$ cat src/rtl/tpu_tile_sequencer_if.sv
// Host-side control/status bundle for tpu_tile_sequencer.
// The host drives the master modport; the sequencer uses the slave modport.
interface tpu_tile_sequencer_if #(
  parameter int ADDRESSSIZE   = 10,
  parameter int ADDRESSSIZE_W = 2,
  parameter int TILE_BW       = 8
);
  logic                     start;
  logic                     abort;
  logic [TILE_BW-1:0]       num_tiles;
  logic [ADDRESSSIZE-1:0]   ub_base;
  logic [ADDRESSSIZE-1:0]   res_base;
  logic [ADDRESSSIZE_W-1:0] w_addr;
  logic                     we_rl;
  logic                     ub_rd_en;
  logic [ADDRESSSIZE-1:0]   ub_addr;
  logic                     res_we;
  logic [ADDRESSSIZE-1:0]   res_addr;
  logic                     busy;
  logic                     done;
  logic [TILE_BW-1:0]       tile_idx;
  logic [31:0]              perf_cycles;

  modport master (
    output start, abort, num_tiles, ub_base, res_base,
    input  w_addr, we_rl, ub_rd_en, ub_addr, res_we, res_addr,
           busy, done, tile_idx, perf_cycles
  );

  modport slave (
    input  start, abort, num_tiles, ub_base, res_base,
    output w_addr, we_rl, ub_rd_en, ub_addr, res_we, res_addr,
           busy, done, tile_idx, perf_cycles
  );
endinterface

$ cat src/rtl/tpu_tile_sequencer.sv
// Tile sequencer for the systolic core: weight reload, UB streaming and result write window per tile.
// Optional busy-cycle counter enabled by defining TPU_TILE_SEQ_PERF_EN.
module tpu_tile_sequencer #(
  parameter int MATRIX_SIZE   = 64,
  parameter int ADDRESSSIZE   = 10,
  parameter int ADDRESSSIZE_W = 2,
  parameter int TILE_BW       = 8,
  parameter int W_SETTLE      = 1,
  parameter int RES_LAT       = 130
) (
  input  logic                 clk,
  input  logic                 rstn,
  tpu_tile_sequencer_if.slave  bus
);
  typedef enum logic [2:0] {IDLE, LOAD_W, WAIT_W, STREAM, DRAIN, DONE} state_t;

  localparam logic [31:0]            SETTLE_LAST = 32'(W_SETTLE) - 32'd1;
  localparam logic [31:0]            STREAM_LAST = 32'(MATRIX_SIZE - 1);
  localparam logic [31:0]            WR_FIRST    = 32'(RES_LAT);
  localparam logic [31:0]            WR_LAST     = 32'(RES_LAT + MATRIX_SIZE - 1);
  localparam logic [ADDRESSSIZE-1:0] TILE_STRIDE = ADDRESSSIZE'(MATRIX_SIZE);

  state_t                 state_reg;
  logic [31:0]            cnt_reg;       // settle count in WAIT_W, latency counter lc in STREAM/DRAIN
  logic [TILE_BW-1:0]     tile_reg;
  logic [TILE_BW-1:0]     num_tiles_reg;
  logic [ADDRESSSIZE-1:0] ub_base_reg;
  logic [ADDRESSSIZE-1:0] res_base_reg;
  logic [ADDRESSSIZE-1:0] tile_off_reg;  // tile_idx * MATRIX_SIZE, kept incrementally
  logic [TILE_BW:0]       next_tile;
  logic                   busy;
  logic                   res_we;

  assign next_tile = {1'b0, tile_reg} + (TILE_BW+1)'(1);
  assign busy      = (state_reg == LOAD_W) || (state_reg == WAIT_W) ||
                     (state_reg == STREAM) || (state_reg == DRAIN);

  always_ff @(posedge clk or negedge rstn) begin
    if (!rstn) begin
      state_reg     <= IDLE;
      cnt_reg       <= '0;
      tile_reg      <= '0;
      num_tiles_reg <= '0;
      ub_base_reg   <= '0;
      res_base_reg  <= '0;
      tile_off_reg  <= '0;
    end else if (busy && bus.abort) begin
      state_reg <= IDLE;
      cnt_reg   <= '0;
    end else begin
      case (state_reg)
        IDLE: begin
          if (bus.start) begin
            num_tiles_reg <= bus.num_tiles;
            ub_base_reg   <= bus.ub_base;
            res_base_reg  <= bus.res_base;
            tile_reg      <= '0;
            tile_off_reg  <= '0;
            cnt_reg       <= '0;
            state_reg     <= (bus.num_tiles != '0) ? LOAD_W : DONE;
          end
        end
        LOAD_W: begin
          cnt_reg   <= '0;
          state_reg <= (W_SETTLE == 0) ? STREAM : WAIT_W;
        end
        WAIT_W: begin
          if (cnt_reg == SETTLE_LAST) begin
            cnt_reg   <= '0;
            state_reg <= STREAM;
          end else begin
            cnt_reg <= cnt_reg + 32'd1;
          end
        end
        STREAM: begin
          cnt_reg <= cnt_reg + 32'd1;
          if (cnt_reg == STREAM_LAST) state_reg <= DRAIN;
        end
        DRAIN: begin
          // RES_LAT >= 1 guarantees the last write always lands in DRAIN
          if (cnt_reg == WR_LAST) begin
            cnt_reg <= '0;
            if (next_tile < {1'b0, num_tiles_reg}) begin
              tile_reg     <= next_tile[TILE_BW-1:0];
              tile_off_reg <= tile_off_reg + TILE_STRIDE;
              state_reg    <= LOAD_W;
            end else begin
              state_reg <= DONE;
            end
          end else begin
            cnt_reg <= cnt_reg + 32'd1;
          end
        end
        DONE:    state_reg <= IDLE;
        default: state_reg <= IDLE;
      endcase
    end
  end

  assign res_we = ((state_reg == STREAM) || (state_reg == DRAIN)) &&
                  (cnt_reg >= WR_FIRST) && (cnt_reg <= WR_LAST);

  assign bus.busy     = busy;
  assign bus.done     = (state_reg == DONE);
  assign bus.we_rl    = (state_reg == LOAD_W);
  assign bus.ub_rd_en = (state_reg == STREAM);
  assign bus.res_we   = res_we;
  assign bus.tile_idx = tile_reg;
  assign bus.w_addr   = tile_reg[ADDRESSSIZE_W-1:0];
  assign bus.ub_addr  = (state_reg == STREAM)
                      ? ub_base_reg + tile_off_reg + cnt_reg[ADDRESSSIZE-1:0] : '0;
  assign bus.res_addr = res_we
                      ? res_base_reg + tile_off_reg + ADDRESSSIZE'(cnt_reg - WR_FIRST) : '0;

`ifdef TPU_TILE_SEQ_PERF_EN
  logic [31:0] perf_reg;

  always_ff @(posedge clk or negedge rstn) begin
    if (!rstn) begin
      perf_reg <= '0;
    end else if ((state_reg == IDLE) && bus.start) begin
      perf_reg <= '0;
    end else if (busy && (perf_reg != 32'hFFFF_FFFF)) begin
      perf_reg <= perf_reg + 32'd1;
    end
  end

  assign bus.perf_cycles = perf_reg;
`else
  assign bus.perf_cycles = '0;
`endif
endmodule
$ cat src/flat_wrapper.sv
// flat-port wrapper written by rule: the top's interface ports become plain ports
module tpu_tile_sequencer_flat 
#(
  parameter int MATRIX_SIZE   = 64,
  parameter int ADDRESSSIZE   = 10,
  parameter int ADDRESSSIZE_W = 2,
  parameter int TILE_BW       = 8,
  parameter int W_SETTLE      = 1,
  parameter int RES_LAT       = 130
)
  (clk, rstn, bus_start, bus_abort, bus_num_tiles, bus_ub_base, bus_res_base, bus_w_addr, bus_we_rl, bus_ub_rd_en, bus_ub_addr, bus_res_we, bus_res_addr, bus_busy, bus_done, bus_tile_idx, bus_perf_cycles);
  tpu_tile_sequencer_if #(.ADDRESSSIZE(ADDRESSSIZE), .ADDRESSSIZE_W(ADDRESSSIZE_W), .TILE_BW(TILE_BW)) bus_i ();
  input  logic clk;
  input  logic rstn;
  input wire logic [$bits(bus_i.start)-1:0] bus_start;
  input wire logic [$bits(bus_i.abort)-1:0] bus_abort;
  input wire logic [$bits(bus_i.num_tiles)-1:0] bus_num_tiles;
  input wire logic [$bits(bus_i.ub_base)-1:0] bus_ub_base;
  input wire logic [$bits(bus_i.res_base)-1:0] bus_res_base;
  output wire logic [$bits(bus_i.w_addr)-1:0] bus_w_addr;
  output wire logic [$bits(bus_i.we_rl)-1:0] bus_we_rl;
  output wire logic [$bits(bus_i.ub_rd_en)-1:0] bus_ub_rd_en;
  output wire logic [$bits(bus_i.ub_addr)-1:0] bus_ub_addr;
  output wire logic [$bits(bus_i.res_we)-1:0] bus_res_we;
  output wire logic [$bits(bus_i.res_addr)-1:0] bus_res_addr;
  output wire logic [$bits(bus_i.busy)-1:0] bus_busy;
  output wire logic [$bits(bus_i.done)-1:0] bus_done;
  output wire logic [$bits(bus_i.tile_idx)-1:0] bus_tile_idx;
  output wire logic [$bits(bus_i.perf_cycles)-1:0] bus_perf_cycles;
  assign bus_i.start = bus_start;
  assign bus_i.abort = bus_abort;
  assign bus_i.num_tiles = bus_num_tiles;
  assign bus_i.ub_base = bus_ub_base;
  assign bus_i.res_base = bus_res_base;
  assign bus_w_addr = bus_i.w_addr;
  assign bus_we_rl = bus_i.we_rl;
  assign bus_ub_rd_en = bus_i.ub_rd_en;
  assign bus_ub_addr = bus_i.ub_addr;
  assign bus_res_we = bus_i.res_we;
  assign bus_res_addr = bus_i.res_addr;
  assign bus_busy = bus_i.busy;
  assign bus_done = bus_i.done;
  assign bus_tile_idx = bus_i.tile_idx;
  assign bus_perf_cycles = bus_i.perf_cycles;
  tpu_tile_sequencer #(.MATRIX_SIZE(MATRIX_SIZE), .ADDRESSSIZE(ADDRESSSIZE), .ADDRESSSIZE_W(ADDRESSSIZE_W), .TILE_BW(TILE_BW), .W_SETTLE(W_SETTLE), .RES_LAT(RES_LAT)) u_core (.clk(clk), .rstn(rstn), .bus(bus_i));
endmodule
$ cat config.mk
export PLATFORM = sky130hd
export DESIGN_NAME = tpu_tile_sequencer_flat
export DESIGN_NICKNAME = d
export VERILOG_FILES = /design/src/rtl/tpu_tile_sequencer_if.sv /design/src/rtl/tpu_tile_sequencer.sv /design/src/flat_wrapper.sv
export SDC_FILE = /design/constraint.sdc
export NUM_CORES = 1
export LEC_CHECK = 0
export ABC_CLOCK_PERIOD_IN_PS = 3400
export CAP_MARGIN = 40
export CORE_MARGIN = 8
export CORE_UTILIZATION = 35
export CTS_CLUSTER_SIZE = 28
export DETAILED_ROUTE_END_ITERATION = 8
export SYNTH_ARGS = -nofsm -noshare
export SYNTH_HDL_FRONTEND = slang
export SYNTH_SLANG_ARGS = --single-unit
$ cat constraint.sdc
create_clock -name clk -period 3.4 [get_ports clk]
set_input_delay 0.51 -clock clk [delete_from_list [all_inputs] [get_ports clk]]
set_output_delay 0.51 -clock clk [all_outputs]
set_load 0.1 [all_outputs]
-- Word-level counts from Yosys, hierarchy flattened
Cells that the tools add are included.
Widths: inputs -> output; s select.
- bits in registers: 81
- input port bits: 32
- output and inout bits: 67
- logic and storage cells: 72
- add/subtract/negate cells: 8
- $lt $le $gt $ge: 3
- equal/unequal tests: 14
- mux-type cells: 23
- bitwise logic cells: 1
- reduce and logical (&&, ||, !) cells: 16
- operator list (operator ; number):
    $pmux 32 s5 ; 1
    $mux 32 ; 4
    $mux 10 ; 5
    $add 10x10->10 ; 4
    $add 32x1->32 const B ; 1
    $eq 32x6->1 const B ; 1
    $eq 32x8->1 const B ; 1
    $ge 32x8->1 const B ; 1
    $le 32x8->1 const B ; 1
    $logic_not 32->1 ; 1
    $mux 8 ; 3
    $mux 3 ; 7
    $pmux 10 s2 ; 1
    $pmux 8 s2 ; 1
    $pmux 3 s5 ; 1
    $add 10x7->10 const B ; 1
    $sub 10x8->10 const B ; 1
    $add 8x1->9 const B ; 1
    $lt 9x8->1 ; 1
    $reduce_bool 8->1 ; 1
    $eq 3x2->1 const B ; 2
    $eq 3x3->1 const B ; 2
    $ne 3x1->1 const B ; 2
    $reduce_bool 6->1 ; 1
    14 further kinds ; 20

-- Depth between registers and ports, before layout
- depth in word-level cells: 7
- gate-level depth with buffers: 12
- depth with buffers taken out: 11

-- Worst setup path after synthesis
Ideal clock, no wire load.
- path type: reg2out
- start: reg u_core.cnt_reg[2]
- end: out bus_ub_addr[8]
- arrival: 4.179 ns
- required time: 2.890 ns
- slack: -1.289 ns
- stages on the path, launching flop included: 9
- buffers on the path: 0
- path through: dfrtp_1 ha_1 ha_1 a21o_1 a21oi_1 o21ai_0 a2111oi_0 nor3_1 nor3_1
- longest elaborated chain between the ends: 2
- RTL lines (element ; RTL line ; source):
    start: declaration ; tpu_tile_sequencer.sv:24 ; logic [31:0] cnt_reg;
    start signal: assignment ; tpu_tile_sequencer.sv:72 ; cnt_reg <= cnt_reg + 32'd1;
    start signal: assignment ; tpu_tile_sequencer.sv:76 ; cnt_reg <= cnt_reg + 32'd1;
    start signal: assignment ; tpu_tile_sequencer.sv:91 ; cnt_reg <= cnt_reg + 32'd1;
    $add 10x10->10 ; tpu_tile_sequencer.sv:111 ; ? ub_base_reg + tile_off_reg + cnt_reg[ADDRESSSIZE-1:0] : '0;
    $mux 10 ; tpu_tile_sequencer.sv:111 ;
    end: declaration ; flat_wrapper.sv:23 ; output wire logic [$bits(bus_i.ub_addr)-1:0] bus_ub_addr;
No other way between the ends.

-- Worst setup path in the final report
- start: reg u_core.res_base_reg[3]
- end: out bus_res_addr[8]
- longest elaborated chain between the ends: 3
- RTL lines (element ; RTL line ; source):
    start: declaration ; tpu_tile_sequencer.sv:28 ; logic [ADDRESSSIZE-1:0] res_base_reg;
    start signal: assignment ; tpu_tile_sequencer.sv:56 ; res_base_reg <= bus.res_base;
    $add 10x10->10 (2 in series) ; tpu_tile_sequencer.sv:113 ; ? res_base_reg + tile_off_reg + ADDRESSSIZE'(cnt_reg - WR_FIRST) : '0;
    $mux 10 ; tpu_tile_sequencer.sv:113 ;
    end: declaration ; flat_wrapper.sv:25 ; output wire logic [$bits(bus_i.res_addr)-1:0] bus_res_addr;
No other way between the ends.

==> summary.txt <==
Cells and area
  • Non-Filler Instances: 892
  • Antenna diodes: 0
  • Max reg flops: 32
  • Cell area after layout: 7040 sq um
  • Fin nets: 754
  • Layout fillers: approximately 1.5k
  • Core Util, Final: 45.0%
  • Share of layout cells above drive strength 1: 23.4%
  • Layout area overhead: 27.9%

Placement
  • Hpwl dp: 10300 um
  • Place WS: 0.0866 ns
  • Port bufs: between 60 and 70
  • Placer Congestion: around 0.85
  • Cell Count Post-Placement: 865
  • Post-place instance area: 6600 sq um

Worst hold path
  • HP Class: primary input to async pin

Critical path
  • Worst EP required: 2.89 ns
  • CP cell instances: inv_2, fa_1, buf_6, fa_2, a21o_1, a21oi_2, o21bai_1, a21oi_1, xor2_1, nor2_4, buf_12
  • Crit path max-delay family: adder cells
  • Worst Setup End Kind: output port
  • Worst r2r dst: u_core.bus.tile_idx[6]
  • Crit path max-delay cell type: fa_1
  • Reg2reg start: u_core.bus.tile_idx[2]
  • Crit path DAT: around 2.8 ns
  • Slowest stage delay, CP: 0.50 ns
  • R2R depth: 11
  • R2r setup slk: 0.46 ns
  • Crit path kind: flip-flop to output port
  • Setup crit start kind: flip-flop
  • Crit Path Max Fanout: 2
  • CP bufs+invs: 3
  • CP Depth: 11

Logic synthesis
  • Main area contributors after synthesis: dfrtp_1 (34%), ha_1 (8.6%), fa_1 (4.7%)
  • Async SR Flop Fraction: 100%
  • Synth top cells by count: dfrtp_1 (75), nand2_1 (52), nor2_1 (45), inv_1 (41), ha_1 (38)
  • Synthesized area per cell: 9.40 sq um
  • Post-synth EDFFs: 0
  • Count leader, synth: dfrtp_1
  • Area share of the largest cell type after synthesis: about 34%
  • Synth Cell Area: approximately 5500 sq um
  • Synthesized instance count: 586
  • Synth Warn #: 0
  • Count of unique library cells instantiated by Yosys: 63
  • Seq cells post-synth: 75
  • Area leader, netlist: dfrtp_1
  • Ys flop type: dfrtp_1
  • Sequential share of the synthesized area: approximately 34%

Clocking
  • TritonCTS clock tree: built
  • CTS Sinks: 75
  • Root Buffer: clkbuf_16
  • Clock-pin transition on the worst setup and hold timing paths: 0.06 ns
  • CTS Buf Count: 9
  • CTS Buffer Depth: 2
  • Clk_lat worst skew: 0.34 ns
  • H-tree Lvls: 3

Timing
  • Worst-margin pin slew: between 0.6 and 0.7 ns
  • Pins Over Slew Limit: 0
  • Clock Skews: 0.00536 ns
  • Worst setup margin: 0.0463 ns
  • Slew headroom: 55.2%
  • RSZ-0062 raised after global routing: true
  • # setup viols final: 0
  • Hold Violations, Final: 0
  • Min Tclk post-route: 3.35 ns
  • Final cycle utilization of the critical path: 98.6%
  • Peak Freq: 0.298 GHz

Die
  • Row count: 46
  • Starting Density: 35.2%
  • Width of the die: around 140 um
  • I/O Pins: 99
  • Core area: 15700 sq um
  • Die height: 141 um
  • Die area: about 20000 sq um

GRT
  • Global-route usage over all layers: approximately 14%
  • Initial antenna violation count: 0
  • Pin count of the biggest net entering global routing: 49
  • Overflow after GRT: 0
  • Vias in the first global route: 4441
  • First-pass GRT wire length: 22400 um

Drt
  • Routed wire per std cell: roughly 15 um
  • # DRC: 0
  • Via/cell ratio: 4.88
  • Post-DRT Antenna Nets: 0
  • Total Wirelength: 13500 um
  • Vias: 4349
  • Iteration-0 DRC Markers: about 210
  • DRT Pass-1 Iters: 5

Job
  • MaxCap Viol Count: 0

Run status
  • Status: finished, final reports clean

Pwr
  • Leak: around 3 nW
  • Power Dens Cells: around 660 nW/um^2
  • Design Power: 4.64 mW
  • VDD IR max: 0.591 mV
routing by layer:
metal,GRT usage [%],routed length (um)
met5,0,0
met1,18.0,6200
met2,22.5,6370
met4,4.47,182
met3,2.96,727
worst max path at each step:
stage                            from               to
3_5_place_dp        u_core.cnt_reg[1]   bus_ub_addr[9]
6_report       u_core.res_base_reg[3]  bus_res_addr[8]
2_1_floorplan       u_core.cnt_reg[2]   bus_ub_addr[8]
3_3_place_gp        u_core.cnt_reg[1]   bus_ub_addr[9]
5_1_grt        u_core.res_base_reg[3]  bus_res_addr[8]
4_1_cts        u_core.res_base_reg[0]  bus_res_addr[8]
cell usage in the layout, fill, tap and decap left out, types with 3 or more instances in the layout:
cell type         n
nor3_4            3
and3_1           11
inv_1            39
nor4_1            8
clkbuf_16         9
mux2_2           16
ha_1             37
nor2b_1           3
nor2_2           15
o21ai_0          28
nor4_2            4
a21oi_1          20
nor3_2            3
fa_2              3
buf_8             6
clkdlybuf4s50_1  36
a21o_1            3
nand4_1           7
buf_12           21
fa_1             10
buf_4            29
conb_1           32
nor3_1           14
xor2_1           13
clkbuf_1          4
dfrtp_1          71
and2_1            4
a22o_2            5
a31oi_1           9
o21a_1            3
or3_1             4
and2_2            4
xnor2_1          26
nor2_1           38
nand2_1          52
nand3_1          17
a21oi_2           5
dfrtp_2           4
nand2b_1          7
final cells by class:
| cell class | count | area (sq um) | share of cell area [%] |
|---|---|---|---|
| Clock buffer | 14 | 254 | 3.61 |
| Clock inverter | 2 | 35.0 | 0.497 |
| Inverter | 41 | 158 | 2.24 |
| Multi-Input combinational cell | 450 | 3340 | 47.4 |
| Sequential cell | 75 | 1880 | 26.7 |
| Tap cell | 216 | 270 | 3.84 |
| Timing Repair Buffer | 94 | 1100 | 15.7 |
per-stage QoR:
step	TNS, ns	hold slack, ns
final	0	0.205
after global placement	0	0.496
after CTS	0	0.219
after detailed placement	0	0.509
after floorplan	-0.458	0.214
after global routing	-0.0979	0.252
worst register-to-register path, delay by kind of cell, from the launching register on:
family,cells,cell delay [ns]
xor+xnor,1,0.20
simple gates,6,0.97
flops,1,0.49
fa+ha+maj,1,0.27
compound gates,3,0.90
what timing repair did:
item,4_1_cts,5_1_grt
setup endpoints to repair,5,5
resized for setup,15,12
hold buffers,0,0
pin swaps,9,7
setup buffers,5,6
logic make-up (layout without fill, tap and decap cells):
| group | Yosys count | count (layout) | share of synthesized area [%] |
|---|---|---|---|
| buffers and inverters | 92 | 151 | 9.93 |
| and+or+nand+nor | 213 | 213 | 21.2 |
| AOI/OAI and AO/OA | 96 | 96 | 11.4 |
| DFF | 75 | 75 | 34.1 |
| xor gates and xnor gates | 39 | 39 | 6.20 |
| muxes | 19 | 19 | 3.82 |
| other | 1 | 32 | 0.0681 |
| adders and majority gates | 51 | 51 | 13.4 |
power by group:
group	switching, mW	internal [mW]	total [mW]
Combinational	1.55	0.896	2.44
Clock	0.366	0.589	0.954
Sequential	0.159	1.08	1.24
Note: power is estimated with default switching activity, not from simulation.
==> RTL edit (same flow settings) <==
`TILE_BW` is set to 8 in 3 places; all go to 6.
--- a/src/rtl/tpu_tile_sequencer_if.sv
+++ b/src/rtl/tpu_tile_sequencer_if.sv
@@ -4,5 +4,5 @@
   parameter int ADDRESSSIZE   = 10,
   parameter int ADDRESSSIZE_W = 2,
-  parameter int TILE_BW       = 8
+  parameter int TILE_BW       = 6
 );
   logic                     start;
--- a/src/rtl/tpu_tile_sequencer.sv
+++ b/src/rtl/tpu_tile_sequencer.sv
@@ -5,5 +5,5 @@
   parameter int ADDRESSSIZE   = 10,
   parameter int ADDRESSSIZE_W = 2,
-  parameter int TILE_BW       = 8,
+  parameter int TILE_BW       = 6,
   parameter int W_SETTLE      = 1,
   parameter int RES_LAT       = 130
--- a/src/flat_wrapper.sv
+++ b/src/flat_wrapper.sv
@@ -5,5 +5,5 @@
   parameter int ADDRESSSIZE   = 10,
   parameter int ADDRESSSIZE_W = 2,
-  parameter int TILE_BW       = 8,
+  parameter int TILE_BW       = 6,
   parameter int W_SETTLE      = 1,
   parameter int RES_LAT       = 130
Ports: changed (resized bus_num_tiles and bus_tile_idx); port bits go from 99 to 95. The function was not compared with the original's and may differ.
==> RTL edit against the unedited design <==
Highest routed layer unchanged; largest power group unchanged; die area down 6.1%; setup slack worse by 19 ps; sequential cell count down 4; routed wire length down 3.4%; power down 3.4%; first-iteration DRC count down 7.5%; synthesized area down 6.8%; clock skew up 3.1 ps; count of clock-buffer cells in the layout down 3; cell area down 6.3%.
==> RTL edit: results (changes against the unedited design) <==
* Multi-In Gates at 446 (-0.89%)
* Seq/total area at 27.0% (+0.27 points)
* Post-DP HPWL at 10.1 mm (-2.7%)
* Avg Inst Size Synth at 8.94 µm² (-4.9%)
* Status: finished clean
* Slew @ Worst Pin at 757 ps (+85.2 ps)
* Critical path depth at 10 (-1)
* Sequential share of the synthesized area at 34.6% (+0.54 points)
* CP Max Fanout at 3 (+1)
* Area Overhead vs Synth at 28.7%
* Top cells by area, synth: dfrtp_1 (35%), ha_1 (8.8%), nand2_1 (6.0%), buf_4 (5.1%), fa_1 (5.1%)
* Yosys cell types at 61 (-3.2%)
* Post-synth top cells: nand2_1 (82), dfrtp_1 (71), nor2_1 (53)
* Total Routing Usage GR at 14.7% (+0.83 points)
* DP Cell Count at 821 (-5.1%)
* NonClk Buf Share at 15.6% (-0.11 points)
* Area after DPL at 0.00610 mm² (-7.5%)
* Synth Instances at 574 (-2.0%)
* Static leakage at 0.00311 µW (+1.3%)
* Cts repair resizes at 11 (-4)
* Critical Path Source: u_core.res_base_reg[2]$_DFFE_PN0P_
* Detailed Route Iter0 Violations at 197 (-7.5%)
* Fraction of area in multi-input gates at 46.7% (-0.71 points)
* Largest net degree at the start of global routing at 39 (-20%)
* Clock skew at 8.43 ps (+3.07 ps)
* Nets at 739 (-2.0%)
* Switch share at 43.3% (-1.4 points)
==> RTL edit: layer usage <==
metal	GRT usage [%]	routed length, µm
met1	18.1	5740
met2	24.2	6300
met3	3.52	683
met4	5.85	298
met5	0	0
==> RTL edit: kinds of logic after synthesis <==
logic type                 count (synthesis)  synth area share [%]
DFF                                       71                  34.6
adders and majority gates                 49                  13.9
muxes                                      3                 0.634
AOI/OAI and AO/OA                         81                  10.8
xor gates and xnor gates                  43                  7.34
buffers and inverters                     88                  9.63
and+or+nand+nor                          238                  23.1
other                                      1                0.0731
==> RTL edit: power by group through the flow <==
| stage | clock [µW] | sequential [µW] | combinational, µW |
|---|---|---|---|
| 3_3_place_gp | 0 | 1160 | 2030 |
| 5_1_grt | 1120 | 1180 | 2520 |
| 3_5_place_dp | 0 | 1170 | 2080 |
| 4_1_cts | 1090 | 1150 | 2180 |
| 6_report | 1060 | 1150 | 2260 |
| 2_1_floorplan | 0 | 1110 | 1700 |
